## config.mk

```make
export PLATFORM = sky130hd
export DESIGN_NAME = instr_fetch
export DESIGN_NICKNAME = d
export VERILOG_FILES = /design/src/rtl/cpu_pkg.sv /design/src/rtl/pc_register.sv /design/src/rtl/instr_fetch.sv
export SDC_FILE = /design/constraint.sdc
export NUM_CORES = 1
export LEC_CHECK = 0
export CORE_AREA = 5 5 112 167
export CTS_CLUSTER_SIZE = 30
export DETAILED_ROUTE_END_ITERATION = 8
export DIE_AREA = 0 0 117 172
export PLACE_DENSITY = 0.87
export SLEW_MARGIN = 25
export SYNTH_ARGS = -nofsm -noshare
export SYNTH_HDL_FRONTEND = slang
export SYNTH_SLANG_ARGS = --single-unit
export TNS_END_PERCENT = 1
```

## constraint.sdc

```tcl
create_clock -name clk -period 3.5 [get_ports clk]
set_clock_uncertainty 0.15 [all_clocks]
set_input_delay 1.05 -clock clk [delete_from_list [all_inputs] [get_ports clk]]
set_output_delay 1.05 -clock clk [all_outputs]
set_load 0.03 [all_outputs]
```

## src/rtl/cpu_pkg.sv

```systemverilog
// Shared CPU definitions: fetch FSM states, datapath width, reset PC and
// instruction field bounds used by the front end and the main decoder.
package cpu_pkg;

  localparam int unsigned XLEN = 32'd32;
  localparam logic [31:0] RESET_PC_DEFAULT = 32'h0000_0000;

  localparam int unsigned OPCODE_HI = 32'd31;
  localparam int unsigned OPCODE_LO = 32'd26;
  localparam int unsigned FUNCT_HI  = 32'd5;
  localparam int unsigned FUNCT_LO  = 32'd0;

  typedef enum logic [1:0] {
    ST_FETCH = 2'd0,
    ST_HOLD  = 2'd1,
    ST_DRAIN = 2'd2
  } fetch_state_e;

endpackage

```

## src/rtl/pc_register.sv

```systemverilog
// Program counter: PC flop, +4 incrementer (wraps modulo 2^N) and redirect
// mux that forces redirect targets onto a word boundary.
module pc_register
  import cpu_pkg::*;
#(
  parameter int unsigned  N        = XLEN,
  parameter logic [N-1:0] RESET_PC = RESET_PC_DEFAULT
) (
  input  logic         clk,
  input  logic         rst_n,
  input  logic         load_i,
  input  logic [N-1:0] target_i,
  input  logic         inc_i,
  output logic [N-1:0] pc_o,
  output logic [N-1:0] pc_plus4_o,
  output logic [N-1:0] pc_next_o
);

  localparam logic [N-1:0] STEP       = N'(4);
  localparam logic [N-1:0] ALIGN_MASK = {{(N-2){1'b1}}, 2'b00};

  logic [N-1:0] pc_q;
  logic [N-1:0] pc_d;
  logic [N-1:0] pc_plus4_s;

  // Next-PC selection: redirect beats sequential advance.
  always_comb begin
    pc_plus4_s = pc_q + STEP;
    if (load_i) begin
      pc_d = target_i & ALIGN_MASK;
    end else if (inc_i) begin
      pc_d = pc_plus4_s;
    end else begin
      pc_d = pc_q;
    end
  end

  // PC state register with synchronous reset.
  always_ff @(posedge clk) begin
    if (!rst_n) begin
      pc_q <= RESET_PC;
    end else begin
      pc_q <= pc_d;
    end
  end

  assign pc_o       = pc_q;
  assign pc_plus4_o = pc_plus4_s;
  assign pc_next_o  = pc_d;

endmodule

```

## src/rtl/instr_fetch.sv

```systemverilog
// Instruction fetch stage: request FSM, IF/ID register and a one-entry skid
// buffer that absorbs a word returning while decode is stalled.
module instr_fetch
  import cpu_pkg::*;
#(
  parameter int unsigned  N        = XLEN,
  parameter logic [N-1:0] RESET_PC = RESET_PC_DEFAULT
) (
  input  logic         clk,
  input  logic         rst_n,
  output logic         imem_req,
  output logic [N-1:0] imem_addr,
  input  logic         imem_ack,
  input  logic [N-1:0] imem_rdata,
  input  logic         stall,
  input  logic         redirect,
  input  logic [N-1:0] redirect_pc,
  output logic         if_valid,
  output logic [N-1:0] if_instr,
  output logic [N-1:0] if_pc_plus4,
  output logic [5:0]   opcode,
  output logic [5:0]   functi
);

  fetch_state_e state_q;
  logic         imem_req_q;
  logic [N-1:0] imem_addr_q;
  logic         if_valid_q;
  logic [N-1:0] if_instr_q;
  logic [N-1:0] if_pc_plus4_q;
  logic         skid_valid_q;
  logic [N-1:0] skid_instr_q;
  logic [N-1:0] skid_pc_plus4_q;

  logic [N-1:0] pc_s;
  logic [N-1:0] pc_plus4_s;
  logic [N-1:0] pc_next_s;
  logic         pc_inc_s;
  logic         ifid_free_s;
  logic         consume_s;

  // Only an ack against our own live request in FETCH advances the PC.
  always_comb begin
    pc_inc_s    = (state_q == ST_FETCH) && imem_req_q && imem_ack;
    consume_s   = if_valid_q && !stall;
    ifid_free_s = !if_valid_q || !stall;
  end

  pc_register #(
    .N        (N),
    .RESET_PC (RESET_PC)
  ) u_pc (
    .clk        (clk),
    .rst_n      (rst_n),
    .load_i     (redirect),
    .target_i   (redirect_pc),
    .inc_i      (pc_inc_s),
    .pc_o       (pc_s),
    .pc_plus4_o (pc_plus4_s),
    .pc_next_o  (pc_next_s)
  );

  // Fetch FSM with registered request, IF/ID and skid state.
  always_ff @(posedge clk) begin
    if (!rst_n) begin
      state_q         <= ST_FETCH;
      imem_req_q      <= 1'b0;
      imem_addr_q     <= RESET_PC;
      if_valid_q      <= 1'b0;
      if_instr_q      <= '0;
      if_pc_plus4_q   <= '0;
      skid_valid_q    <= 1'b0;
      skid_instr_q    <= '0;
      skid_pc_plus4_q <= '0;
    end else if (redirect) begin
      // Redirect flushes everything; an unanswered request must still be drained.
      if_valid_q   <= 1'b0;
      skid_valid_q <= 1'b0;
      imem_req_q   <= 1'b1;
      if (imem_req_q && !imem_ack) begin
        state_q <= ST_DRAIN;
      end else begin
        state_q     <= ST_FETCH;
        imem_addr_q <= pc_next_s;
      end
    end else begin
      case (state_q)
        ST_FETCH: begin
          if (imem_req_q && imem_ack) begin
            if (ifid_free_s) begin
              if_valid_q    <= 1'b1;
              if_instr_q    <= imem_rdata;
              if_pc_plus4_q <= pc_plus4_s;
              imem_req_q    <= 1'b1;
              imem_addr_q   <= pc_next_s;
            end else begin
              skid_valid_q    <= 1'b1;
              skid_instr_q    <= imem_rdata;
              skid_pc_plus4_q <= pc_plus4_s;
              imem_req_q      <= 1'b0;
              state_q         <= ST_HOLD;
            end
          end else if (!imem_req_q && if_valid_q && stall) begin
            imem_req_q <= 1'b0;
            state_q    <= ST_HOLD;
          end else begin
            imem_req_q  <= 1'b1;
            imem_addr_q <= pc_next_s;
            if (consume_s) begin
              if_valid_q <= 1'b0;
            end
          end
        end
        ST_HOLD: begin
          if (!stall) begin
            if_valid_q    <= skid_valid_q;
            if_instr_q    <= skid_valid_q ? skid_instr_q : if_instr_q;
            if_pc_plus4_q <= skid_valid_q ? skid_pc_plus4_q : if_pc_plus4_q;
            skid_valid_q  <= 1'b0;
            imem_req_q    <= 1'b1;
            imem_addr_q   <= pc_next_s;
            state_q       <= ST_FETCH;
          end else begin
            imem_req_q <= 1'b0;
          end
        end
        ST_DRAIN: begin
          imem_req_q <= 1'b1;
          if (imem_ack) begin
            imem_addr_q <= pc_next_s;
            state_q     <= ST_FETCH;
          end else begin
            state_q <= ST_DRAIN;
          end
        end
        default: begin
          state_q    <= ST_FETCH;
          imem_req_q <= 1'b0;
          if_valid_q <= 1'b0;
        end
      endcase
    end
  end

  assign imem_req    = imem_req_q;
  assign imem_addr   = imem_addr_q;
  assign if_valid    = if_valid_q;
  assign if_instr    = if_instr_q;
  assign if_pc_plus4 = if_pc_plus4_q;
  assign opcode      = if_instr_q[OPCODE_HI:OPCODE_LO];
  assign functi      = if_instr_q[FUNCT_HI:FUNCT_LO];

  logic unused_pc_s;
  assign unused_pc_s = ^pc_s;

endmodule
```

==> impl_metrics.json <==
{
  "slew_viol_final": 0,
  "synth_cell_type_count": 49,
  "final_cell_area_mm2": 0.0112,
  "post_detailed_route_via_to_cell_ratio": 5.69,
  "yosysTopAreaCell": "sky130_fd_sc_hd__dfxtp_1",
  "cts_setup_buffers": 0,
  "cts-root-buf": "sky130_fd_sc_hd__clkbuf_16",
  "wl_um": 24000,
  "yosys_register_bits": 197,
  "post-synth-top-area-fraction_pct": 45.2,
  "detailedPlace.worstSlack_ns": -0.0216,
  "path_max_fanout": 11,
  "report.final.setup_viol": 0,
  "most_common_flop_cell_mapped_by_yosys": "sky130_fd_sc_hd__dfxtp_1",
  "clk_path_buf_depth": 2,
  "area_growth_syn_to_layout_pct": 28.3,
  "regToRegStartpoint": "state_q[0]$_SDFFE_PN0P_",
  "cellPowerDensity_mw_per_mm2": 470,
  "timing.final.hold_violations": 0,
  "most_common_library_cell_in_the_layout_ignoring_fill_and_taps": "sky130_fd_sc_hd__dfxtp_1",
  "max_freq_mhz": 315,
  "remaining_overflow_grt": 0,
  "core_area_mm2": 0.0171,
  "clock_sink_count": 197,
  "initial_core_util_pct": 50.9,
  "max_stage_delay_ns": 0.46,
  "syn_area_mm2": 0.00872,
  "irDropWorstVdd_uv": 283,
  "synth-async-reset-ratio_pct": 0,
  "layer_with_the_highest_usage_after_global_routing": "met2",
  "clkTransAtPathRegs_ns": 0.08,
  "num_antenna_cells": 0,
  "synth.top_cells.by_area": "sky130_fd_sc_hd__dfxtp_1 (45%), sky130_fd_sc_hd__nand2_1 (6.3%), sky130_fd_sc_hd__nor2_1 (5.4%)",
  "hold_startpoint": "if_pc_plus4[8]$_SDFFE_PN0P_",
  "grt_pass1_vias": 7836,
  "cp-start-kind": "input pin",
  "grt_max_degree": 89,
  "synth_edf_count": 0,
  "grt_antenna_before_repair": 0,
  "holdCritPathClass": "reg2reg",
  "ant_nets": 0,
  "layout.cells.most_common_list": "sky130_fd_sc_hd__dfxtp_1 (197), sky130_fd_sc_hd__clkdlybuf4s50_1 (175), sky130_fd_sc_hd__nand2_1 (146), sky130_fd_sc_hd__nor2_1 (126), sky130_fd_sc_hd__a21oi_1 (83)",
  "critical_path_class": "in2reg",
  "gr-usage-all-layers_pct": 23.7,
  "critical_path_cell_list": "clkdlybuf4s50_1 > buf_4 > nand3_1 > nor2_1 > mux2i_1 > o22a_1 > nand2_1 > o31ai_1",
  "route.vias.total": 8011,
  "port_buffers": 176,
  "drive_above_1_share_pct": 6.27,
  "rsz_0062_raised_after_global_routing": "false",
  "worstSetupEndpointType": "flip-flop",
  "die_width_um": 117,
  "critPathRequiredTime_ns": 3.70,
  "cts_hold_repair.buffers": 0,
  "placementRows": 59,
  "post_layout_util_pct": 65.3,
  "synth-seq-area-share_pct": 45.2,
  "critical_path.slowest_cell": "sky130_fd_sc_hd__clkdlybuf4s50_1",
  "postSynthCellCount": 1062,
  "worst_skew_pair.late_latency_ns": 0.44,
  "hold_path_depth": 2,
  "cts_tree": "built",
  "timing.final.crit_period_ns": 3.18,
  "die_area_mm2": 0.0201,
  "placed_cells": 1377,
  "detailedRoute.firstIterationViolations": 642,
  "grt_util_met1_pct": 27.0,
  "r2r-end": "imem_addr[16]$_SDFFE_PN0P_",
  "die-height_um": 172,
  "maxCapViolCount": 0,
  "htree_num_levels": 4,
  "postCtsResizedCells": 0,
  "final-instance-count-excl-fill": 1409,
  "drc_errors": 0,
  "worst_slack_ns": 0.324,
  "hpwl_um": 16800,
  "worstRegToRegCells": 8,
  "worstPathBufferInverterCount": 2,
  "postSynthAreaPerCell_um2": 8.21,
  "hold_slack_ns": 0.299,
  "finalWeightedCongestion": 0.969,
  "detail_route.wl_per_cell_um": 17.1,
  "timing.critical_path.arrival_ns": 3.37,
  "drt_first_pass_iters": 5,
  "placement.cell_area_mm2": 0.0106,
  "period_share_pct": 90.7,
  "reg2reg_setup_slack_ns": 0.58,
  "grt_pass1_wl_um": 38400,
  "ioPinCount": 179,
  "synth-warning-count": 0,
  "cts_buffers": 17,
  "grtUsageMet2_pct": 42.2,
  "outcome": "complete, no violations",
  "tightest_slew_ns": 0.648,
  "cellLeakagePower_uw": 0.00384,
  "nNetsFinal": 1257,
  "slew_headroom_pct": 56.8,
  "holdPathEnd": "if_pc_plus4[8]$_SDFFE_PN0P_",
  "synth_nets": 1136,
  "cp_top_family": "compound AO/OA/AOI/OAI gates",
  "gr_layer_usage_met3_pct": 3.82
}
## how the worst max path moves through the flow
stage	start	end	slack, ns	depth (start not counted)
6_report	stall	imem_addr[16]$_SDFFE_PN0P_	0.32	8
5_1_grt	stall	imem_addr[31]$_SDFFE_PN0P_	0.19	8
4_1_cts	stall	imem_addr[16]$_SDFFE_PN0P_	0.34	8
3_5_place_dp	stall	imem_addr[16]$_SDFFE_PN0P_	-0.02	8
3_3_place_gp	stall	imem_addr[16]$_SDFFE_PN0P_	0.05	8
2_1_floorplan	imem_ack	if_pc_plus4[22]$_SDFFE_PN0P_	0.52	8
## per-stage QoR
step,TNS [ns],total power [uW]
2_1_floorplan,0,2950
3_3_place_gp,0,3290
3_5_place_dp,-0.0257,3310
4_1_cts,0,5280
5_1_grt,0,5450
6_report,0,5250
## synth_stat cells (2+ instances only)
library cell and count:
sky130_fd_sc_hd__nor4_1 11, sky130_fd_sc_hd__o211ai_1 6, sky130_fd_sc_hd__o31ai_1 11, sky130_fd_sc_hd__o211a_1 2, sky130_fd_sc_hd__buf_2 7, sky130_fd_sc_hd__a21o_1 6, sky130_fd_sc_hd__buf_1 9, sky130_fd_sc_hd__nand4_2 2
sky130_fd_sc_hd__ha_1 5, sky130_fd_sc_hd__o21ai_0 44, sky130_fd_sc_hd__o221ai_1 6, sky130_fd_sc_hd__xnor2_1 32, sky130_fd_sc_hd__nand3_1 51, sky130_fd_sc_hd__nor3_1 29, sky130_fd_sc_hd__and3_1 12, sky130_fd_sc_hd__o22ai_1 2
sky130_fd_sc_hd__inv_1 13, sky130_fd_sc_hd__nand4_1 18, sky130_fd_sc_hd__or3_1 3, sky130_fd_sc_hd__o22a_1 6, sky130_fd_sc_hd__nand2b_1 9, sky130_fd_sc_hd__xor2_1 21, sky130_fd_sc_hd__nor2_1 126, sky130_fd_sc_hd__dfxtp_1 197
sky130_fd_sc_hd__a21oi_1 83, sky130_fd_sc_hd__or4_1 2, sky130_fd_sc_hd__nand2_1 146, sky130_fd_sc_hd__and2_1 6, sky130_fd_sc_hd__o2111ai_1 3, sky130_fd_sc_hd__buf_4 13, sky130_fd_sc_hd__mux2i_1 40, sky130_fd_sc_hd__a211oi_1 48
sky130_fd_sc_hd__o21a_1 4, sky130_fd_sc_hd__and4_1 3, sky130_fd_sc_hd__clkbuf_1 72
## layout make-up
cell class	count	area, um2
flip-flops and latches	197	3940
multi-input cells	750	4320
fillers	1434	5940
clock buffers	18	439
clock inverters	14	160
inverters	13	51.3
well taps	213	267
repair buffers	204	2000
## worst reg2reg max path, stage by stage, from the launching register on
cell	delay, ns
sky130_fd_sc_hd__dfxtp_1	0.46
sky130_fd_sc_hd__inv_1	0.12
sky130_fd_sc_hd__ha_1	0.35
sky130_fd_sc_hd__nand3_1	0.23
sky130_fd_sc_hd__nor2_1	0.10
sky130_fd_sc_hd__mux2i_1	0.29
sky130_fd_sc_hd__o22a_1	0.41
sky130_fd_sc_hd__nand2_1	0.37
sky130_fd_sc_hd__o31ai_1	0.35
## flip-flops by register name, summed over array words and instances (netlist names)
signal,cells
imem_req,1
if_instr,32
imem_addr,32
state_q,2
u_pc.pc_o,32
if_valid,1
skid_pc_plus4_q,32
skid_instr_q,32
skid_valid_q,1
if_pc_plus4,32
## layer usage
layer	routed length (um)	part of all wire, %
met5	0	0
met4	1180	4.9
met3	1200	5.0
met2	12300	51
met1	9330	39
## kinds of logic after synthesis
logic type | after synthesis | synth area share, %
xor gates and xnor gates | 53 | 5.32
and+or+nand+nor | 423 | 22.1
adders and majority gates | 5 | 0.718
buffers and inverters | 115 | 5.63
DFF | 197 | 45.2
AOI/OAI and AO/OA | 229 | 16.4
muxes | 40 | 4.59
## power breakdown
part	total (uW)	leakage (uW)	switching, uW	internal, uW
sequential	2430	0.00161	92.0	2340
combinational	828	0.00195	479	349
clock	1990	0.000286	952	1040
Power figures use the tool's default switching activity.
